**src/rtl/fp_div_round.sv**
```systemverilog
// Rounding and result stage behind the FP divider: applies the IEEE-754 rounding
// mode, resolves specials/overflow/underflow, and drains through a 2-stage valid/ready pipe.
package fp_div_pkg;
  typedef enum logic [1:0] {FP32 = 2'd0, FP64 = 2'd1, FP16 = 2'd2} fp_format_e;

  localparam int unsigned EXP_MAX  = 11;
  localparam int unsigned MANT_MAX = 52;

  function automatic int unsigned exp_bits(input fp_format_e f);
    case (f)
      FP64:    return 11;
      FP16:    return 5;
      default: return 8;
    endcase
  endfunction

  function automatic int unsigned mant_bits(input fp_format_e f);
    case (f)
      FP64:    return 52;
      FP16:    return 10;
      default: return 23;
    endcase
  endfunction

  typedef enum logic [2:0] {
    RNE = 3'b000,
    RTZ = 3'b001,
    RDN = 3'b010,
    RUP = 3'b011,
    RMM = 3'b100
  } roundmode_e;

  // Sized for the widest format; narrower formats use the low-order bits.
  typedef struct packed {
    logic                sign;
    logic [EXP_MAX-1:0]  exp;
    logic [MANT_MAX-1:0] mant;
  } fp_unrounded_t;

  typedef struct packed {
    fp_unrounded_t u_result;
    logic [1:0]    rs;
    logic          round_en;
    logic          invalid;
    logic [1:0]    exp_cout;
  } uround_res_t;
endpackage

module fp_div_round
  import fp_div_pkg::*;
#(
  parameter fp_format_e FP_FORMAT = FP32
) (
  input  logic        clk_i,
  input  logic        reset_i,
  input  logic        valid_i,
  output logic        ready_o,
  input  uround_res_t urnd_i,
  input  logic        dz_i,
  input  roundmode_e  rnd_i,
  output logic        valid_o,
  input  logic        ready_i,
  output logic [fp_div_pkg::exp_bits(FP_FORMAT) + fp_div_pkg::mant_bits(FP_FORMAT):0] result_o,
  output logic [4:0]  flags_o
);
  localparam int unsigned EXP_WIDTH  = exp_bits(FP_FORMAT);
  localparam int unsigned MANT_WIDTH = mant_bits(FP_FORMAT);
  localparam int unsigned FP_WIDTH   = 1 + EXP_WIDTH + MANT_WIDTH;
  localparam int unsigned SUM_WIDTH  = 2 + EXP_WIDTH + MANT_WIDTH;

  localparam logic [FP_WIDTH-2:0] INF   = {{EXP_WIDTH{1'b1}}, {MANT_WIDTH{1'b0}}};
  localparam logic [FP_WIDTH-2:0] MAXF  = {{(EXP_WIDTH-1){1'b1}}, 1'b0, {MANT_WIDTH{1'b1}}};
  localparam logic [FP_WIDTH-1:0] R_IND = {1'b1, {EXP_WIDTH{1'b1}}, 1'b1, {(MANT_WIDTH-1){1'b0}}};

  logic                  s1_valid;
  logic                  s1_sign;
  logic [EXP_WIDTH-1:0]  s1_exp;
  logic [MANT_WIDTH-1:0] s1_mant;
  logic [1:0]            s1_rs;
  logic                  s1_invalid;
  logic [1:0]            s1_cout;
  logic                  s1_dz;
  roundmode_e            s1_rnd;
  logic                  s1_inc;

  logic                  s2_stall;
  logic                  inc_d;
  logic [SUM_WIDTH-1:0]  sum;
  logic [1:0]            sum_cout;
  logic [EXP_WIDTH-1:0]  sum_exp;
  logic [FP_WIDTH-2:0]  of_mag;
  logic [FP_WIDTH-1:0]  res_d;
  logic [4:0]            flags_d;
  logic                  unused_bits;

  // Upper struct bits only matter for wider formats.
  assign unused_bits = ^{urnd_i.u_result.exp, urnd_i.u_result.mant};

  assign s2_stall = valid_o && !ready_i;
  assign ready_o  = !s1_valid || !s2_stall;

  always_comb begin
    inc_d = 1'b0;
    case (rnd_i)
      RTZ:     inc_d = 1'b0;
      RDN:     inc_d = (urnd_i.rs[1] | urnd_i.rs[0]) & urnd_i.u_result.sign;
      RUP:     inc_d = (urnd_i.rs[1] | urnd_i.rs[0]) & ~urnd_i.u_result.sign;
      RMM:     inc_d = urnd_i.rs[1];
      default: inc_d = urnd_i.rs[1] & (urnd_i.rs[0] | urnd_i.u_result.mant[0]);
    endcase
    if (!urnd_i.round_en) inc_d = 1'b0;
  end

  // Mantissa carry ripples into exponent and exponent carry in one add.
  assign sum      = {s1_cout, s1_exp, s1_mant} + SUM_WIDTH'(s1_inc);
  assign sum_cout = sum[SUM_WIDTH-1 -: 2];
  assign sum_exp  = sum[EXP_WIDTH+MANT_WIDTH-1 -: EXP_WIDTH];

  always_comb begin
    of_mag = INF;
    case (s1_rnd)
      RTZ:     of_mag = MAXF;
      RDN:     of_mag = s1_sign ? INF : MAXF;
      RUP:     of_mag = s1_sign ? MAXF : INF;
      default: of_mag = INF;
    endcase
  end

  always_comb begin
    res_d   = {s1_sign, sum[EXP_WIDTH+MANT_WIDTH-1:0]};
    flags_d = {4'b0000, s1_rs[1] | s1_rs[0]};
    if (s1_invalid) begin
      res_d   = R_IND;
      flags_d = 5'b10000;
    end else if (s1_dz) begin
      res_d   = {s1_sign, INF};
      flags_d = 5'b01000;
    end else if (sum_cout[1]) begin
      res_d   = {s1_sign, {(FP_WIDTH-1){1'b0}}};
      flags_d = 5'b00011;
    end else if (sum_cout[0] || (&sum_exp)) begin
      res_d   = {s1_sign, of_mag};
      flags_d = 5'b00101;
    end
  end

  always_ff @(posedge clk_i) begin
    if (reset_i) begin
      s1_valid <= 1'b0;
      valid_o  <= 1'b0;
      result_o <= '0;
      flags_o  <= '0;
    end else begin
      if (!s2_stall) begin
        valid_o <= s1_valid;
        if (s1_valid) begin
          result_o <= res_d;
          flags_o  <= flags_d;
        end
      end
      if (ready_o) begin
        s1_valid <= valid_i;
        if (valid_i) begin
          s1_sign    <= urnd_i.u_result.sign;
          s1_exp     <= urnd_i.u_result.exp[EXP_WIDTH-1:0];
          s1_mant    <= urnd_i.u_result.mant[MANT_WIDTH-1:0];
          s1_rs      <= urnd_i.rs;
          s1_invalid <= urnd_i.invalid;
          s1_cout    <= urnd_i.exp_cout;
          s1_dz      <= dz_i;
          s1_rnd     <= rnd_i;
          s1_inc     <= inc_d;
        end
      end
    end
  end

  a_no_accept_when_full: assert property (@(posedge clk_i) disable iff (reset_i)
    (valid_i && !ready_o) |=> (s1_valid && $stable(s1_exp) && $stable(s1_mant) && $stable(s1_sign)));
endmodule

```
**config.mk**
```make
export PLATFORM = sky130hd
export DESIGN_NAME = fp_div_round
export DESIGN_NICKNAME = d
export VERILOG_FILES = /design/src/rtl/fp_div_round.sv
export SDC_FILE = /design/constraint.sdc
export NUM_CORES = 1
export LEC_CHECK = 0
export CAP_MARGIN = 20
export CORE_ASPECT_RATIO = 0.6
export CORE_MARGIN = 5
export CORE_UTILIZATION = 46
export DETAILED_ROUTE_END_ITERATION = 10
export PLACE_DENSITY = 0.79
export SLEW_MARGIN = 40
export SYNTH_ARGS = -nofsm -noshare
export SYNTH_HDL_FRONTEND = slang
export SYNTH_SLANG_ARGS = --single-unit
```
**constraint.sdc**
```tcl
create_clock -name clk_i -period 3.4 [get_ports clk_i]
set_clock_uncertainty 0.1 [all_clocks]
set_input_delay 0.34 -clock clk_i [delete_from_list [all_inputs] [get_ports clk_i]]
set_output_delay 0.34 -clock clk_i [all_outputs]
set_load 0.05 [all_outputs]
```
==> reports/results.env <==
RUN_STATUS='finished, final reports clean'
CRIT_ARRIVAL_NS=3.42
BUFFER_PORTS.INSERTED=84
TIMING.FINAL.HOLD_VIOLATIONS=0
PRECTSSETUPSLACK_NS=0.203
POST-ROUTE-DRC-COUNT=0
SYNTHTOPCELLSBYAREA='edfxtp_1 36%, dfxtp_1 22%, a221o_1 6.3%, xnor2_1 5.0%, xor2_1 3.0%'
REQUIRED_NS=3.58
NUMBER_OF_FLOPS_MAPPED_TO_ENABLE_CELLS_BY_YOSYS=42
REGTOREGENDPOINT='result_o[17]$_SDFFE_PP0P_'
CTS_TREE='done'
TOP_LEVEL_PORTS=117
NUM_ANTENNA_CELLS=0
POSTSYNTHCELLCOUNT=290
ROWS=24
CLKTRANSATPATHREGS_NS=0.05
FLOW.AREA_GROWTH_FROM_SYNTHESIS_PCT=35.7
CTS.SINKS=81
FFS_LATCHES_SYNTH=81
ASYNCSETRESETFLOPFRACSYNTH=0
CTS_RESIZED=0
FIRSTDRTPASSITERS=4
LAYOUT.CELLS.MOST_COMMON='clkdlybuf4s50_1'
GRT_MAX_DEGREE=24
REGAREA_UM2=2040
CRIT_END='result_o[17]$_SDFFE_PP0P_'
MAXCAPVIOLCOUNT=0
TOTAL_CTS_BUFFERS=9
MAX-VDD-IR-DROP_V=0.000331
SLEW_HEADROOM=0.514
GRT_SETUP_UNREPAIRED='false'
GLOBAL_ROUTE.OVERFLOW_TOTAL=0
WORST_HOLD_PATH_TYPE='reg -> reg'
CLOCK_TREE.ROOT_CELL='clkbuf_16'
DIEHEIGHT_UM=77.7
GLOBALPLACE.CONGESTION=0.865
DR.FIRST_ITER.DRC_COUNT=191
RR_STARTPOINT='s1_mant[16]$_DFFE_PP_'
FIN_CELLS=489
ROUTED_WIRE_LENGTH_PER_INSTANCE_UM=16.4
CTS_SETUP_BUFFERS=0
FINALMAXSLEWVIOLATIONS=0
FLOORPLAN.INITIALDENSITY=0.477
PLACED_CELLS=473
MAXIMUM_BUFFER_DEPTH_OF_THE_CLOCK_TREE=2
WORSTSETUPSTARTPOINTTYPE='flop'
INITIAL_ANTENNA_VIOLATION_COUNT=0
SYNTH_AREA_LEADER_CELL='edfxtp_1'
NFILLCELLS=565
NUMBER_OF_CELLS_TRAVERSED_BY_THE_WORST_REGISTER_TO_REGISTER_PATH=7
ROUTED_WIRELENGTH_UM=8040
STATIC-LEAKAGE-POWER_nW=1.66
WORST_PATH_MAX_FANOUT=13
SETUP_SLACK_NS=0.161
FINAL_LAYOUT_SIZE_SUFFIX_GT1_FRAC=0.0857
CRITICAL_PATH.ENDPOINT_TYPE='flop'
GRTUSAGETOTAL=0.176
MOSTFREQUENTLAYOUTCELLS='84 x clkdlybuf4s50_1, 42 x edfxtp_1, 39 x dfxtp_1, 25 x nor2_1'
NUMBER_OF_NETS_IN_THE_FINISHED_DESIGN=460
TIMING_WORST_SLEW_PIN_VALUE_NS=0.726
SYNTHESIZED_AREA_PER_CELL_UM2=12.1
CRIT_PATH_START='s1_mant[16]$_DFFE_PP_'
CRITICAL_PATH_CLASS='reg -> reg'
MULTI_INPUT_COMB_AREA_UM2=1370
WIRE_LENGTH_OF_THE_FIRST_GLOBAL_ROUTING_PASS_UM=12800
NET_COUNT_OF_THE_MAPPED_NETLIST=370
SYNTH_AREA_UM2=3510
NUMBER_OF_VIAS_IN_THE_ROUTED_LAYOUT=2644
VIAS_PER_CELL=5.41
SETUP-VIOLATIONS-FINAL=0
HIGHEST_ACHIEVABLE_CLOCK_RATE_MHz=309
FIN_CRIT_NS=3.24
WHS_NS=0.354
YS_WARN_COUNT=0
SEQ_AREA_FRAC_SYNTH=0.581
CTS.HTREE.LEVELS=3
POWER_PER_CELL_AREA_nW_PER_UM2=481
SYNTH_CELL_TYPES=48
DIEWIDTH_UM=123
FINALSETUPTNS_NS=0
OVERALL_DIE_AREA_UM2=9540
FLOORPLAN.CORE_AREA_UM2=7360
ANT_NETS=0
TIMING.HOLD.WORST.START='flags_o[2]$_SDFFE_PP0P_'
CTS_HOLD_REPAIR.BUFFERS=0
CLK-INSERTION-DELAY-LATE_NS=0.34
SETUP_SLACK_OF_THE_MOST_CRITICAL_REG_TO_REG_PATH_NS=0.16
DP_HPWL_UM=6100
GRT_PASS1_VIAS=2480
POSTSYNTH.TOPFLOPCELL='edfxtp_1'
YOSYS.AREA.TOP_TYPE_SHARE=0.359
PERIOD_SHARE=0.953
-- layout make-up --
cell class / count / area share
inverter: 1 / 0.000787
multi-input combinational: 196 / 0.288
clock buffer: 14 / 0.0575
tap: 104 / 0.0273
sequential: 81 / 0.428
timing repair buffer: 91 / 0.191
clock inverter: 2 / 0.00735
-- critical path: stages, from the launching register on --
cell,delay [ns]
edfxtp_1,0.44
nand4_1,0.13
or4_1,0.73
nor4_2,0.49
mux2i_1,0.22
nor3_2,0.59
buf_4,0.31
a221o_1,0.16
-- stage by stage --
step / utilization / total power [mW] / cell area (um2)
after floorplan: - / 1.22 / 3510
after global placement: 0.604 / 1.33 / 4450
after detailed placement: 0.606 / 1.33 / 4460
after CTS: 0.648 / 2.31 / 4770
after global routing: 0.648 / 2.38 / 4770
final: 0.648 / 2.29 / 4770
-- registers in the layout, indices dropped and copies added, names as in the netlist --
name	count
s1_dz	1
s1_rs	2
s1_inc	1
s1_rnd	3
s1_mant	23
flags_o	5
s1_cout	2
s1_valid	1
s1_invalid	1
s1_exp	8
valid_o	1
result_o	32
s1_sign	1
-- cells by family (layout without fill, tap and decap cells) --
kind of cell               after synthesis  in the layout  share of synthesized area
DFF                                     81             81                      0.581
buffers and inverters                   13            108                     0.0281
xor gates and xnor gates                33             33                     0.0844
and+or+nand+nor                        108            108                      0.167
adders and majority gates                2              2                    0.00712
muxes                                    1              1                    0.00285
AOI/OAI and AO/OA                       52             52                      0.129
-- worst min-delay path by stage --
stage	to	slack, ns	cells after the start
final	flags_o[2]$_SDFFE_PP0P_	0.35	2
after global routing	flags_o[4]$_SDFFE_PP0P_	0.38	2
after CTS	flags_o[2]$_SDFFE_PP0P_	0.36	2
after detailed placement	flags_o[2]$_SDFFE_PP0P_	0.35	2
after global placement	flags_o[2]$_SDFFE_PP0P_	0.34	2
after floorplan	s1_cout[0]$_DFFE_PP_	0.34	0
-- cells in the mapped netlist, types with 2 or more instances --
master         count
edfxtp_1          42
dfxtp_1           39
nor2_1            25
a221o_1           22
nand2_1           22
xnor2_1           20
nand3_1           18
xor2_1            12
a21oi_1            8
a211oi_1           7
and4_1             7
nand4_1            7
and3_1             6
nor3_1             6
buf_6              5
clkbuf_1           5
nor2b_1            3
dlygate4sd3_1      2
ha_1               2
nor3_2             2
nor3b_1            2
o2111ai_1          2
-- report_power, final --
part / switching [mW] / internal (mW)
sequential: 0.0291 / 1.07
clock: 0.354 / 0.627
combinational: 0.114 / 0.0993
-- per-layer routing --
| metal | part of all wire | global-route usage |
|---|---|---|
| met2 | 0.45 | 0.257 |
| met3 | 0.069 | 0.0756 |
| met4 | 0.015 | 0.0559 |
| met1 | 0.47 | 0.236 |
| met5 | 0 | 0 |
(Power assumes the default switching activity.)
==> patch: new RTL, same flow settings <==
Register the output `flags_o` once more, with the module's reset; this adds one clock of latency there. The other outputs are not delayed to match.
--- a/src/rtl/fp_div_round.sv
+++ b/src/rtl/fp_div_round.sv
@@ -71,6 +71,8 @@
   localparam logic [FP_WIDTH-2:0] INF   = {{EXP_WIDTH{1'b1}}, {MANT_WIDTH{1'b0}}};
   localparam logic [FP_WIDTH-2:0] MAXF  = {{(EXP_WIDTH-1){1'b1}}, 1'b0, {MANT_WIDTH{1'b1}}};
   localparam logic [FP_WIDTH-1:0] R_IND = {1'b1, {EXP_WIDTH{1'b1}}, 1'b1, {(MANT_WIDTH-1){1'b0}}};
+
+  logic [4:0] flags_s0;
 
   logic                  s1_valid;
   logic                  s1_sign;
@@ -149,13 +151,13 @@
       s1_valid <= 1'b0;
       valid_o  <= 1'b0;
       result_o <= '0;
-      flags_o  <= '0;
+      flags_s0 <= '0;
     end else begin
       if (!s2_stall) begin
         valid_o <= s1_valid;
         if (s1_valid) begin
           result_o <= res_d;
-          flags_o  <= flags_d;
+          flags_s0 <= flags_d;
         end
       end
       if (ready_o) begin
@@ -177,5 +179,13 @@
 
   a_no_accept_when_full: assert property (@(posedge clk_i) disable iff (reset_i)
     (valid_i && !ready_o) |=> (s1_valid && $stable(s1_exp) && $stable(s1_mant) && $stable(s1_sign)));
+  always_ff @(posedge clk_i) begin
+    if (reset_i) begin
+      flags_o <= '0;
+    end else begin
+      flags_o <= flags_s0;
+    end
+  end
+
 endmodule
 
Check against the original RTL: not equivalent (Yosys sat finds a counterexample within 4 cycles, from zero or initial values and one cycle with reset_i high).
==> patch against the original RTL <==
Routed wire length is 15% higher; clock power is 2% lower; total power is 2.8% higher; synthesized cell count is 21% higher; sequential cell count is 5 higher; synthesized area is 7.0% higher; setup slack worse by 26 ps; sequential share of layout area is 0.17 points lower; die area is 6.2% higher; final area is 5.3% higher; via count is 16% higher; combinational power is 11% higher; sequential power is 5% higher.
==> patch: results (changes against the original RTL) <==
Seq pwr share: 0.491 (was 0.479)
clk slew on worst S/H paths: 60 ps
number of global-route vias before repair: 2972 (was 2480)
met2 WL: 4075 um (was 3604 um)
met2 GRT Util: 0.2885 (was 0.2567)
combinational share of power: 0.100 (was 0.093)
Worst Setup SP: s1_mant[8] (was s1_mant[16])
Synth area leaders: edfxtp_1 (34%), dfxtp_1 (23%), nand2_1 (5.3%) (was edfxtp_1 (36%), dfxtp_1 (22%), a221o_1 (6.3%))
layout cell share with drive strength beyond 1: 0.1091 (was 0.08571)
metal1 wirelength: 4263 um (was 3754 um)
Tot Pwr: 2.357 mW (was 2.292 mW)
post-synthesis mux area share: 0 (was 0.002850)
compound-cell area share of the yosys netlist: 0.1422 (was 0.1293)
Main synth FF type: dfxtp_1 (was edfxtp_1)
final WL: 9249 um (was 8039 um)
Lkg Pwr: 1.649 nW (was 1.662 nW)
crit-path max FO: 29 (was 13)
PortBufs: 84 (unchanged)
register area share after synthesis: 0.5701 (was 0.5814)
CP Capture Point: flags_s0[0] (was result_o[17])
number of cells on the worst reg-to-reg path: 8 (was 7)
DRT iter0 DRCs: 210 (was 191)
Synth Area in XOR/XNOR: 0.06760 (was 0.08443)
HPWL Detailed: 6849 um (was 6097 um)
global-route wire length before repair: 14860 um (was 12780 um)
CTS max path bufs: 2 (unchanged)
gr usage total: 0.1874 (was 0.1758)
fin nets: 515 (was 460)
# fillers: 630 (was 565)
CP arrival: 3400 ps (was 3420 ps)
met3 global-route usage: 0.05080 (was 0.07558)
met1 usage: 0.2519 (was 0.2363)
drt pass-1 iters: 6 (was 4)
Post-synth top cells: nand2_1 (53), dfxtp_1 (44), edfxtp_1 (42), a21oi_1 (28), nor2_1 (21) (was edfxtp_1 (42), dfxtp_1 (39), nor2_1 (25), a221o_1 (22), nand2_1 (22))
vias: 3069 (was 2644)
gpl congestion: 0.9030 (was 0.8646)
worst hold start: flags_s0[3] (was flags_o[2])
VDD IR max: 0.3320 mV (was 0.3308 mV)
cell-internal power: 1.821 mW (was 1.795 mW)
WHS: 348.2 ps (was 353.8 ps)
largest net degree at the start of global routing: 43 (was 24)
WL met3: 742 um (was 558 um)
outcome: finished clean (unchanged)
adder-cell area share of the yosys netlist: 0.006660 (was 0.007125)
==> patch: cell type report <==
type,count,area share
clock buffer,16,0.05856
inverter,3,0.002243
multi-input combinational,244,0.3077
sequential,86,0.4266
tap,108,0.02691
timing repair buffer,91,0.1779
==> patch: worst max-delay path, cell delays in order (launching register included) <==
cell and delay [ps]:
edfxtp_1 470, nand4_1 200, or4_1 670, o41ai_1 490, a21oi_1 140, a41oi_2 350
buf_4 380, nand2_1 90, a32o_1 260
==> patch: per-stage QoR <==
| step | setup slack [ps] | utilization | cell area [um^2] | cells |
|---|---|---|---|---|
| 2_1_floorplan | 676.4 | - | 3757 | 350 |
| 6_report | 134.9 | 0.6345 | 5021 | 548 |
| 3_3_place_gp | 215.4 | 0.5940 | 4701 | 532 |
| 5_1_grt | 21.76 | 0.6345 | 5021 | 548 |
| 3_5_place_dp | 130.0 | 0.5945 | 4705 | 532 |
| 4_1_cts | 103.7 | 0.6316 | 4999 | 548 |
